### config.mk
export PLATFORM = sky130hd
export DESIGN_NAME = nonce_result_queue
export DESIGN_NICKNAME = d
export VERILOG_FILES = /design/src/rtl/nonce_result_queue.sv
export SDC_FILE = /design/constraint.sdc
export NUM_CORES = 1
export LEC_CHECK = 0
export ABC_CLOCK_PERIOD_IN_PS = 3400
export CORE_UTILIZATION = 53
export DETAILED_ROUTE_END_ITERATION = 8
export GPL_ROUTABILITY_DRIVEN = 1
export PLACE_DENSITY = 0.75
export SKIP_LAST_GASP = 1
export SLEW_MARGIN = 20
export SYNTH_ARGS = -nofsm -noshare
export SYNTH_HDL_FRONTEND = slang
export SYNTH_SLANG_ARGS = --single-unit
### constraint.sdc
create_clock -name clk -period 3.4 [get_ports clk]
set_clock_uncertainty 0.05 [all_clocks]
set_input_delay 0.68 -clock clk [delete_from_list [all_inputs] [get_ports clk]]
set_output_delay 0.68 -clock clk [all_outputs]
set_load 0.005 [all_outputs]
### src/rtl/nonce_result_queue.sv
// rtl/nonce_result_queue.sv - hit-round FIFO that turns core success flags into 32-bit nonces
//
// Tracks the round index of every accepted result cycle. Rounds with at least
// one hit are buffered as {round, mask}. The head is emitted one nonce per
// accepted handshake, lowest core index first.
//
// Ports:
//   clk          rising-edge clock
//   rst          asynchronous active-high reset
//   newblock_i   strobe: flush FIFO, clear round counter and sticky flags
//   valid_i      success_i carries one round of results this cycle
//   success_i    per-core hit flags for the current round
//   ready_i      downstream accepts nonce_o this cycle
//   valid_o      nonce_o is valid (FIFO not empty)
//   nonce_o      {head round, lowest set core index of head mask}
//   overflow_o   sticky: a round with hits was dropped on a full FIFO
//   exhausted_o  sticky: the last representable round has been processed
//   count_o      number of occupied FIFO entries
module nonce_result_queue #(
  parameter int NUM_CORES = 4,
  parameter int DEPTH     = 4
) (
  input  logic                   clk,
  input  logic                   rst,
  input  logic                   newblock_i,
  input  logic                   valid_i,
  input  logic [NUM_CORES-1:0]   success_i,
  input  logic                   ready_i,
  output logic                   valid_o,
  output logic [31:0]            nonce_o,
  output logic                   overflow_o,
  output logic                   exhausted_o,
  output logic [$clog2(DEPTH):0] count_o
);

  localparam int IDXW = $clog2(NUM_CORES);
  localparam int RW   = 32 - IDXW;
  localparam int PW   = $clog2(DEPTH);
  localparam int CW   = PW + 1;
  localparam logic [RW-1:0] ROUND_LAST = {RW{1'b1}};
  localparam logic [CW-1:0] FULL_COUNT = CW'(DEPTH);

  logic [RW-1:0]        fifo_round_q [DEPTH];
  logic [NUM_CORES-1:0] fifo_mask_q  [DEPTH];

  logic [PW-1:0] rd_ptr_q, rd_ptr_d;
  logic [PW-1:0] wr_ptr_q, wr_ptr_d;
  logic [CW-1:0] count_q, count_d;
  logic [RW-1:0] round_q, round_d;
  logic          overflow_q, overflow_d;
  logic          exhausted_q, exhausted_d;

  logic [NUM_CORES-1:0] head_mask;
  logic [NUM_CORES-1:0] residual_mask;
  logic [RW-1:0]        head_round;
  logic [IDXW-1:0]      head_idx;
  logic                 not_empty;

  // Values as seen after a same-cycle newblock_i flush; a newblock round is
  // processed as round 0 of an empty queue.
  logic [RW-1:0] base_round;
  logic [PW-1:0] base_rd, base_wr;
  logic [CW-1:0] base_count;
  logic          base_exh, base_ovf;

  logic accept, push_req, push, fire, pop, full;

  assign head_mask  = fifo_mask_q[rd_ptr_q];
  assign head_round = fifo_round_q[rd_ptr_q];
  assign not_empty  = (count_q != '0);

  // Lowest set bit of the head mask: scanning downward lets the lowest hit win.
  always_comb begin
    head_idx = '0;
    for (int i = NUM_CORES - 1; i >= 0; i--) begin
      if (head_mask[i]) head_idx = IDXW'(i);
    end
  end

  assign residual_mask = head_mask & ~(NUM_CORES'(1) << head_idx);

  always_comb begin
    base_round = newblock_i ? '0 : round_q;
    base_rd    = newblock_i ? '0 : rd_ptr_q;
    base_wr    = newblock_i ? '0 : wr_ptr_q;
    base_count = newblock_i ? '0 : count_q;
    base_exh   = newblock_i ? 1'b0 : exhausted_q;
    base_ovf   = newblock_i ? 1'b0 : overflow_q;

    accept   = valid_i & ~base_exh;
    push_req = accept & (|success_i);
    // A flush discards the head, so no handshake completes on a newblock cycle.
    fire     = not_empty & ready_i & ~newblock_i;
    pop      = fire & ~(|residual_mask);
    full     = (base_count == FULL_COUNT);
    // A full queue still takes the new round when the head leaves this cycle.
    push     = push_req & (~full | pop);

    round_d     = base_round;
    exhausted_d = base_exh;
    if (accept) begin
      if (base_round == ROUND_LAST) exhausted_d = 1'b1;
      else                          round_d     = base_round + RW'(1);
    end

    overflow_d = base_ovf | (push_req & ~push);
    rd_ptr_d   = base_rd + PW'(pop);
    wr_ptr_d   = base_wr + PW'(push);
    count_d    = base_count + CW'(push) - CW'(pop);
  end

  always_ff @(posedge clk or posedge rst) begin
    if (rst) begin
      rd_ptr_q    <= '0;
      wr_ptr_q    <= '0;
      count_q     <= '0;
      round_q     <= '0;
      overflow_q  <= 1'b0;
      exhausted_q <= 1'b0;
    end else begin
      rd_ptr_q    <= rd_ptr_d;
      wr_ptr_q    <= wr_ptr_d;
      count_q     <= count_d;
      round_q     <= round_d;
      overflow_q  <= overflow_d;
      exhausted_q <= exhausted_d;
    end
  end

  // Storage needs no reset: it is only observed through occupied entries.
  // The push slot never coincides with a partially drained head (push into
  // the head slot only happens when empty or when the head pops).
  always_ff @(posedge clk) begin
    if (fire && (|residual_mask)) begin
      fifo_mask_q[rd_ptr_q] <= residual_mask;
    end
    if (push) begin
      fifo_round_q[base_wr] <= base_round;
      fifo_mask_q[base_wr]  <= success_i;
    end
  end

  assign valid_o     = not_empty;
  assign nonce_o     = not_empty ? {head_round, head_idx} : 32'd0;
  assign overflow_o  = overflow_q;
  assign exhausted_o = exhausted_q;
  assign count_o     = count_q;

endmodule

==> results of run 1 <==
worst max-delay path: cells and delay by family, from the launching register on:
kind / cells / cell delay (ps)
multiplexers: 1 / 590
buffers and inverters: 1 / 550
AND/OR/NAND/NOR: 2 / 510
flip-flops: 1 / 470
cell type report:
type | instances | area, um2 | area share
clock buffers | 19 | 443 | 0.0489
multi-input cells | 264 | 2410 | 0.266
inverters | 10 | 37.5 | 0.00414
well taps | 180 | 225 | 0.0249
flip-flops and latches | 175 | 5060 | 0.559
clock inverters | 13 | 140 | 0.0155
repair buffers | 80 | 741 | 0.0817
synth_stat cells, drive strengths merged, types with 6 or more instances:
cell    instances
and2           14
edfxtp        136
nand2b          6
xor2           10
mux2           14
mux4           34
nand3          14
nor2           11
nor3            7
inv            10
nor2b          64
buf             9
xnor2          21
clkbuf          9
dfrtp          39
and3            7
nand4          10
nand2          12
flip-flops by register name (all words and copies together) (netlist names):
signal	count
count_o	3
exhausted_o	1
fifo_mask_q	16
fifo_round_q	120
overflow_o	1
rd_ptr_q	2
round_q	30
wr_ptr_q	2
worst max path at each step:
stage                 endpoint         start
CTS                 nonce_o[1]   rd_ptr_q[0]
finish              nonce_o[1]   rd_ptr_q[0]
global placement    count_o[2]  success_i[0]
global route        nonce_o[1]   rd_ptr_q[0]
floorplan           round_q[1]    newblock_i
detailed placement  count_o[2]  success_i[1]
per-layer routing:
metal | wire length [um] | GRT usage
met4 | 418 | 0.114
met1 | 6270 | 0.278
met5 | 0 | 0
met2 | 7300 | 0.352
met3 | 555 | 0.0393
layout by cell type (no fill, tap or decap), types with 3 or more instances in the layout:
cell type / n
sky130_fd_sc_hd__nand3_1: 14
sky130_fd_sc_hd__nand2_1: 12
sky130_fd_sc_hd__edfxtp_1: 136
sky130_fd_sc_hd__clkdlybuf4s50_1: 46
sky130_fd_sc_hd__xnor2_1: 21
sky130_fd_sc_hd__mux2_4: 3
sky130_fd_sc_hd__buf_4: 32
sky130_fd_sc_hd__dfrtp_1: 38
sky130_fd_sc_hd__nand4_1: 10
sky130_fd_sc_hd__or2_2: 3
sky130_fd_sc_hd__inv_1: 10
sky130_fd_sc_hd__clkinv_2: 3
sky130_fd_sc_hd__mux2_2: 10
sky130_fd_sc_hd__nand2b_1: 6
sky130_fd_sc_hd__and4b_1: 4
sky130_fd_sc_hd__nor3_1: 6
sky130_fd_sc_hd__xor2_1: 10
sky130_fd_sc_hd__clkbuf_16: 17
sky130_fd_sc_hd__ha_1: 4
sky130_fd_sc_hd__mux4_2: 34
sky130_fd_sc_hd__nor2_1: 11
sky130_fd_sc_hd__clkinv_4: 4
sky130_fd_sc_hd__and2_1: 13
sky130_fd_sc_hd__and3_1: 7
sky130_fd_sc_hd__nor2b_1: 64
per-stage QoR:
| stage | worst slack (ps) | power [uW] | hold slack [ps] | cell area [um2] |
|---|---|---|---|---|
| 5_1_grt | 31.0 | 6530 | 531 | 9060 |
| 3_3_place_gp | 131 | 4370 | 498 | 8480 |
| 6_report | 132 | 6270 | 492 | 9060 |
| 4_1_cts | 103 | 6320 | 498 | 9060 |
| 3_5_place_dp | 51.4 | 4410 | 488 | 8480 |
| 2_1_floorplan | 61.5 | 3630 | 470 | 7580 |
logic make-up (layout without fill, tap and decap cells):
family | after synthesis | after routing | synth area share
AND/OR/NAND/NOR | 163 | 163 | 0.129
multiplexers | 48 | 48 | 0.123
adder cells (fa/ha/maj) | 5 | 5 | 0.00924
XOR/XNOR | 31 | 31 | 0.0358
flip-flops | 175 | 175 | 0.667
AO/OA/AOI/OAI | 17 | 17 | 0.0201
buffers and inverters | 28 | 122 | 0.0153
power groups by stage:
stage | Clock (uW) | Combinational, uW | Sequential, uW
after detailed placement | 0 | 1770 | 2650
final | 1910 | 1760 | 2600
after global placement | 0 | 1740 | 2640
after CTS | 1930 | 1790 | 2600
after global routing | 1990 | 1920 | 2620
after floorplan | 0 | 1020 | 2610
==> out/metrics.csv, run 1 <==
metric,value,unit
result of the run,completed,
critical path data arrival time,2540,ps
"FFs w/ async S/R, synth",0.223,
path type of the worst setup path,reg -> out,
horizontal die dimension,122,um
largest cells by area after synthesis,"sky130_fd_sc_hd__edfxtp_1, sky130_fd_sc_hd__dfrtp_1, sky130_fd_sc_hd__mux4_2, sky130_fd_sc_hd__nor2b_1, sky130_fd_sc_hd__xnor2_1",
fraction of layout instances using a drive strength above 1,0.219,
cell taking the most area after synthesis,sky130_fd_sc_hd__edfxtp_1,
switching share of total power,0.265,
number of cells produced by synthesis,467,
core footprint,0.0139,mm2
"Cell Area, Synth",0.00758,mm2
global route overflow,0,
static leakage,0.00327,uW
peak fanout along the critical path,6,
depth of the most critical reg-to-reg path,7,
Ports,47,
"Net count, final",562,
cells resized by post-CTS repair,0,
iteration-0 DRC count of the detailed router,224,
vias after detailed routing,4132,
clock group share of total power,0.304,
FF-to-FF Start,rd_ptr_q[0],
number of flops mapped to enable cells by yosys,136,
clock latency reported for the late side of the worst-skew pair,430,ps
fin crit period,3270,ps
kind of launch point of the worst setup path,flip-flop,
synthesized netlist net count,481,
startpoint of the most critical hold path,overflow_o,
wire length of the first global-routing pass,23200,um
Max Freq,306,MHz
Final TNS setup,0,ps
clock tree from TritonCTS,built,
Synthesis Warnings,0,
share of the yosys chip area belonging to registers,0.667,
maximum number of pins on one net before global-route repair,40,
end of the worst hold path,overflow_o,
worst vdd rail ir drop,0.371,mV
crit share post-route,0.961,
Worst-path clk slew,60,ps
count of distinct cell types in the synthesized netlist,51,
vias per std cell,5.58,
Die Y-Extent,122,um
Inserted Clock Buffers,17,
Worst slew margin,0.373,
global placement routability congestion,0.848,
power per standard cell area,692,mW/mm2
internal power,4610,uW
Reg2Reg Capture Point,fifo_mask_q[2][3],
post-synthesis register bit count,175,
Global Route Usage Sum,0.216,
final-report max-slew violation count,0,
number of remaining DRC errors,0,
Crit-path slowest cell,sky130_fd_sc_hd__mux4_2,
number of post-CTS setup repair buffers,0,
initial core utilization,0.544,
Worst Tran Pin Value,929,ps
buffer levels on the longest clock path,2,
switching power,1660,uW
fraction of the core area covered by cells at the end of the flow,0.650,
Mapped Avg Cell Area,16.2,um2
count of endpoints failing setup in the final report,0,
power share of the sequential group,0.415,
cell breakdown of the critical path,"mux4_2, or2_2, nor3_1, clkdlybuf4s50_1",
standard-cell rows,43,
vias in the first global route,4305,
critical path capture point type,output pin,
final instance count without filler cells,741,
aggregate routed wire length,14500,um
routed len/inst,19.6,um
setup repair after global routing missed its margin,false,
Maximum Capacitance Violations,0,
Comb power frac,0.281,
share of the synthesized area in the top cell type,0.538,
signed area change from the synthesized netlist to the final layout,19.5,%
final hold violation count,0,
count of antenna diodes in the layout,0,
antenna violations before repair,0,
total instance count after detailed placement,709,
Register-to-Register Setup Slack,460,ps
largest stage delay on the critical path,590,ps
Antenna Violating Nets Remaining,0,
type of the tightest min-delay check,reg -> reg,
HPWL reported at the end of detailed placement,9420,um
Most used DFF post-synth,sky130_fd_sc_hd__edfxtp_1,
H-tree level count,4,
number of buffers added on ports,46,
total number of clock tree sinks,175,
"Data required, critical path",2670,ps
number of buffers inserted by hold repair at cts,0,
number of optimization iterations in the first detailed-route pass,4,
Worst Hold Path Cells,2,
floorplan die area,0.0148,mm2
Filler cells,981,
CTS root buf,sky130_fd_sc_hd__clkbuf_16,
(Power assumes the default switching activity.)
==> run 2, diff against run 1 <==
--- a/config.mk
+++ b/config.mk
@@ -10,6 +10,8 @@
 export DETAILED_ROUTE_END_ITERATION = 8
 export GPL_ROUTABILITY_DRIVEN = 1
 export PLACE_DENSITY = 0.75
+export REMOVE_ABC_BUFFERS = 1
+export SETUP_SLACK_MARGIN = 0.02
 export SKIP_LAST_GASP = 1
 export SLEW_MARGIN = 20
 export SYNTH_ARGS = -nofsm -noshare
==> out/metrics.csv, run 2 (synthesized netlist as in run 1, its figures left out) <==
metric,value,unit,change
aggregate routed wire length,14400,um,-0.71%
core footprint,0.0139,mm2,unchanged
type of the tightest min-delay check,reg -> reg,,
count of endpoints failing setup in the final report,0,,unchanged
number of optimization iterations in the first detailed-route pass,4,,unchanged
count of antenna diodes in the layout,0,,unchanged
Filler cells,986,,+0.51%
FF-to-FF Start,rd_ptr_q[0],,
number of flip-flops under the largest register name,120,,unchanged
Worst Hold Path Cells,2,,unchanged
standard-cell rows,43,,unchanged
placed standard-cell area,0.00848,mm2,about the same
critical path capture point type,output pin,,
Worst slew margin,0.484,,+0.112
vias per std cell,5.74,,+3.0%
Die Y-Extent,122,um,unchanged
static leakage,0.00327,uW,about the same
CTS root buf,sky130_fd_sc_hd__clkbuf_16,,
vias in the first global route,4306,,+0.023%
H-tree level count,4,,unchanged
Post-Layout Inst Area,0.00906,mm2,about the same
iteration-0 DRC count of the detailed router,260,,+16%
register with the most flip-flops,fifo_round_q,,
Final TNS setup,0,ps,unchanged
"Net count, final",567,,+0.89%
path type of the worst setup path,reg -> out,,
Global Route Usage Sum,0.214,,-0.00195
worst vdd rail ir drop,0.396,mV,+6.7%
Worst-path clk slew,60,ps,about the same
number of post-CTS setup repair buffers,0,,unchanged
floorplan die area,0.0148,mm2,unchanged
final hold violation count,0,,unchanged
HPWL reported at the end of detailed placement,9770,um,+3.7%
number of buffers inserted by hold repair at cts,0,,unchanged
startpoint of the most critical hold path,overflow_o,,
initial core utilization,0.544,,unchanged
Antenna Violating Nets Remaining,0,,unchanged
depth of the most critical reg-to-reg path,7,,unchanged
end of the worst hold path,overflow_o,,
global route overflow,0,,unchanged
"Data required, critical path",2670,ps,about the same
Ports,47,,unchanged
Critical path origin,rd_ptr_q[0],,
setup repair after global routing missed its margin,false,,
buffer levels on the longest clock path,2,,unchanged
fraction of layout instances using a drive strength above 1,0.223,,+0.00336
clock tree from TritonCTS,built,,
overall power after layout,6230,uW,-0.64%
number of buffers added on ports,46,,unchanged
Worst Tran Pin Value,767,ps,-162 ps
critical path data arrival time,2570,ps,+30 ps
cells resized by post-CTS repair,0,,unchanged
power per standard cell area,687,mW/mm2,-0.68%
crit share post-route,0.971,,+0.0103
total number of clock tree sinks,175,,unchanged
largest registers ranked by flip-flop count,"fifo_round_q (120), round_q (30), fifo_mask_q (16)",,
global placement routability congestion,0.844,,-0.53%
"most common cell after layout, fill and taps aside",sky130_fd_sc_hd__edfxtp_1,,
number of remaining DRC errors,0,,unchanged
maximum number of pins on one net before global-route repair,40,,unchanged
vias after detailed routing,4283,,+3.7%
Reg2Reg Capture Point,fifo_round_q[3][9],,
Maximum Capacitance Violations,0,,unchanged
Inserted Clock Buffers,17,,unchanged
final-report max-slew violation count,0,,unchanged
horizontal die dimension,122,um,unchanged
result of the run,completed,,
peak fanout along the critical path,6,,unchanged
Max Freq,303,MHz,-1.1%
wire length of the first global-routing pass,23100,um,-0.44%
routed len/inst,19.4,um,-1.4%
signed area change from the synthesized netlist to the final layout,19.5,%,about the same
Register-to-Register Setup Slack,360,ps,-100 ps
antenna violations before repair,0,,unchanged
fin crit period,3300,ps,+35.0 ps
kind of launch point of the worst setup path,flip-flop,,
clock latency reported for the late side of the worst-skew pair,420,ps,about the same
highest-count cells in the layout ignoring fill and taps,"sky130_fd_sc_hd__edfxtp_1, sky130_fd_sc_hd__nor2b_1, sky130_fd_sc_hd__clkdlybuf4s50_1",,
-- run 2: cell types whose count changed in the layout (fill, tap and decap cells not counted) --
cell                         before  now
sky130_fd_sc_hd__buf_4           32   39
sky130_fd_sc_hd__clkinv_2         3    0
sky130_fd_sc_hd__buf_12           2    0
sky130_fd_sc_hd__clkinvlp_4       2    4
sky130_fd_sc_hd__clkbuf_1         1    2
sky130_fd_sc_hd__clkbuf_8         1    0
sky130_fd_sc_hd__clkinv_1         1    2
sky130_fd_sc_hd__inv_6            0    1
sky130_fd_sc_hd__inv_8            1    0
-- run 2: final cells by class --
cell class                 count  area, um2  share of cell area
inverter                      10       37.5             0.00414
timing repair buffer          85        753              0.0831
tap                          180        225              0.0248
clock inverter                13        141              0.0156
multi-input combinational    264       2410               0.266
sequential                   175       5060               0.558
clock buffer                  19        433              0.0478
-- run 2: worst max path at each step --
stage / to / slack, ps
final: nonce_o[1] / 100
after floorplan: fifo_mask_q[2][1] / -1070
after CTS: nonce_o[1] / 40
after global placement: fifo_round_q[3][27] / 240
after global routing: nonce_o[1] / 50
after detailed placement: fifo_round_q[3][9] / 110
-- run 2: where the power goes --
group	switching, uW	total (uW)	internal [uW]
clock network	791	1870	1080
registers	80.5	2600	2520
logic	770	1760	988
total	1640	6230	4590
-- run 2: metrics by stage --
stage          hold slack, ps  cells  worst slack, ps  utilization
2_1_floorplan             470    449            -1070            -
3_3_place_gp              488    713              241        0.609
3_5_place_dp              482    713              115        0.609
4_1_cts                   495    745             39.9        0.650
5_1_grt                   534    746             54.3        0.651
6_report                  493    746             96.9        0.651
-- run 2: per-layer routing --
layer	vias to the layer above	wire, um	GRT usage
met4	0	284	0.0910
met5	-	0	0
li1	1929	-	-
met2	119	7250	0.348
met3	23	721	0.0389
met1	2212	6180	0.285
-- run 2: worst max-delay path, stage by stage, from the launching register on --
cell and delay, ps:
sky130_fd_sc_hd__dfrtp_2 450, sky130_fd_sc_hd__mux4_2 610, sky130_fd_sc_hd__or2_2 350, sky130_fd_sc_hd__nor3_1 210
sky130_fd_sc_hd__clkdlybuf4s50_1 540
==> run 3, diff against run 2 <==
--- a/config.mk
+++ b/config.mk
@@ -10,6 +10,7 @@
 export DETAILED_ROUTE_END_ITERATION = 8
 export GPL_ROUTABILITY_DRIVEN = 1
 export PLACE_DENSITY = 0.75
+export RECOVER_POWER = 25
 export REMOVE_ABC_BUFFERS = 1
 export SETUP_SLACK_MARGIN = 0.02
 export SKIP_LAST_GASP = 1
==> out/metrics.csv, run 3 (synthesized netlist as in run 1, its figures left out) <==
metric,value,unit,change
fraction of layout instances using a drive strength above 1,0.205,,-0.0177
final hold violation count,0,,unchanged
power per standard cell area,690,mW/mm2,+0.34%
CTS root buf,sky130_fd_sc_hd__clkbuf_16,,
iteration-0 DRC count of the detailed router,260,,unchanged
routed len/inst,19.4,um,about the same
total instance count after detailed placement,713,,unchanged
clock tree from TritonCTS,built,,
wire length of the first global-routing pass,23100,um,unchanged
global placement routability congestion,0.844,,unchanged
count of antenna diodes in the layout,0,,unchanged
post-placement worst setup slack,115,ps,unchanged
Inserted Clock Buffers,17,,unchanged
floorplan die area,0.0148,mm2,unchanged
overall power after layout,6220,uW,about the same
total number of clock tree sinks,175,,unchanged
number of post-CTS setup repair buffers,0,,unchanged
Max Freq,302,MHz,-0.10%
number of remaining DRC errors,0,,unchanged
final-report max-slew violation count,40,,+40
result of the run,"complete, but fails checks",,
Global Route Usage Sum,0.214,,unchanged
maximum number of pins on one net before global-route repair,40,,unchanged
largest registers ranked by flip-flop count,"fifo_round_q (120), round_q (30), fifo_mask_q (16)",,
register with the most flip-flops,fifo_round_q,,
number of flip-flops under the largest register name,120,,unchanged
number of buffers inserted by hold repair at cts,0,,unchanged
Maximum Capacitance Violations,1,,+1
number of buffers added on ports,46,,unchanged
fin crit period,3310,ps,+3.34 ps
final instance count without filler cells,746,,unchanged
Worst slew margin,-0.469,,-0.953
number of optimization iterations in the first detailed-route pass,4,,unchanged
aggregate routed wire length,14400,um,about the same
clock latency reported for the late side of the worst-skew pair,430,ps,about the same
worst vdd rail ir drop,0.397,mV,+0.22%
peak fanout along the critical path,6,,unchanged
"Data required, critical path",2670,ps,about the same
post-route worst setup slack,93.6,ps,-3.34 ps
type of the tightest min-delay check,reg -> reg,,
vias in the first global route,4306,,unchanged
Die Y-Extent,122,um,unchanged
failing checks,"max-capacitance violations, max-slew violations",,
Ports,47,,unchanged
highest-count cells in the layout ignoring fill and taps,"sky130_fd_sc_hd__edfxtp_1, sky130_fd_sc_hd__nor2b_1, sky130_fd_sc_hd__clkdlybuf4s50_1",,
"most common cell after layout, fill and taps aside",sky130_fd_sc_hd__edfxtp_1,,
cells resized by post-CTS repair,0,,unchanged
vias after detailed routing,4268,,-0.35%
area used by multi-input combinational logic,0.00241,mm2,unchanged
Filler cells,995,,+0.91%
HPWL reported at the end of detailed placement,9770,um,unchanged
antenna violations before repair,0,,unchanged
global route overflow,0,,unchanged
Antenna Violating Nets Remaining,0,,unchanged
Worst Tran Pin Value,2200,ps,+1440 ps
kind of launch point of the worst setup path,flip-flop,,
Worst-path clk slew,60,ps,about the same
crit share post-route,0.972,,+0.000981
critical path capture point type,output pin,,
footprint of the flip-flops and latches,0.00506,mm2,unchanged
horizontal die dimension,122,um,unchanged
"Net count, final",567,,unchanged
static leakage,0.00323,uW,-1.2%
core footprint,0.0139,mm2,unchanged
H-tree level count,4,,unchanged
initial core utilization,0.544,,unchanged
vias per std cell,5.72,,-0.35%
signed area change from the synthesized netlist to the final layout,19.0,%,
count of endpoints failing setup in the final report,0,,unchanged
path type of the worst setup path,reg -> out,,
critical path data arrival time,2580,ps,about the same
setup repair after global routing missed its margin,false,,
buffer levels on the longest clock path,2,,unchanged
standard-cell rows,43,,unchanged
==> run 3: cell count changes in the layout (fill, tap and decap cells not counted), sizes merged <==
| cell | previous run | this run |
|---|---|---|
| buf | 39 | 29 |
| clkbuf | 19 | 29 |
| clkdlybuf4s50 | 46 | 45 |
| dlygate4sd3 | 0 | 1 |
==> run 3: worst paths after layout <==
| kind | startpoint | to | slack (ps) | cells past startpoint |
|---|---|---|---|---|
| max | rd_ptr_q[0] | nonce_o[1] | 90 | 4 |
| min | overflow_o | overflow_o | 490 | 2 |
| max reg2reg | rd_ptr_q[0] | fifo_round_q[3][9] | 370 | 7 |
| min reg2reg | overflow_o | overflow_o | 490 | 2 |
| max in group asynchronous | rst | rd_ptr_q[0] | 580 | 3 |
| min in group asynchronous | rst | wr_ptr_q[1] | 1310 | 3 |
==> run 3: critical path, stage by stage (launching register included) <==
cell                              delay, ps
sky130_fd_sc_hd__dfrtp_2                450
sky130_fd_sc_hd__mux4_2                 610
sky130_fd_sc_hd__or2_2                  350
sky130_fd_sc_hd__nor3_1                 210
sky130_fd_sc_hd__clkdlybuf4s50_1        540
==> run 3: per-layer routing <==
metal	track usage	vias up	part of all wire	wire [um]
li1	-	1926	-	-
met1	0.285	2186	0.43	6150
met2	0.348	135	0.50	7240
met3	0.0389	21	0.054	787
met4	0.0910	0	0.019	269
met5	0	-	0	0
==> run 3: area by class of cell <==
class                   instances  area share
multi-input cells             264       0.267
repair buffers                 85      0.0793
clock buffers                  19      0.0480
clock inverters                13      0.0157
well taps                     180      0.0249
flip-flops and latches        175       0.561
inverters                      10     0.00416
==> run 3: per-stage QoR <==
| step | hold slack (ps) | utilization | cell area [um2] | setup TNS, ps |
|---|---|---|---|---|
| floorplan | 470 | - | 7510 | -111980 |
| global placement | 488 | 0.609 | 8480 | 0 |
| detailed placement | 482 | 0.609 | 8480 | 0 |
| CTS | 495 | 0.650 | 9060 | 0 |
| global route | 534 | 0.648 | 9030 | 0 |
| finish | 492 | 0.648 | 9030 | 0 |
==> run 3: power by group <==
group,internal [uW],total [uW],switching (uW)
clock,1080,1870,792
sequential,2520,2600,80.4
combinational,984,1750,768
total,4580,6220,1640
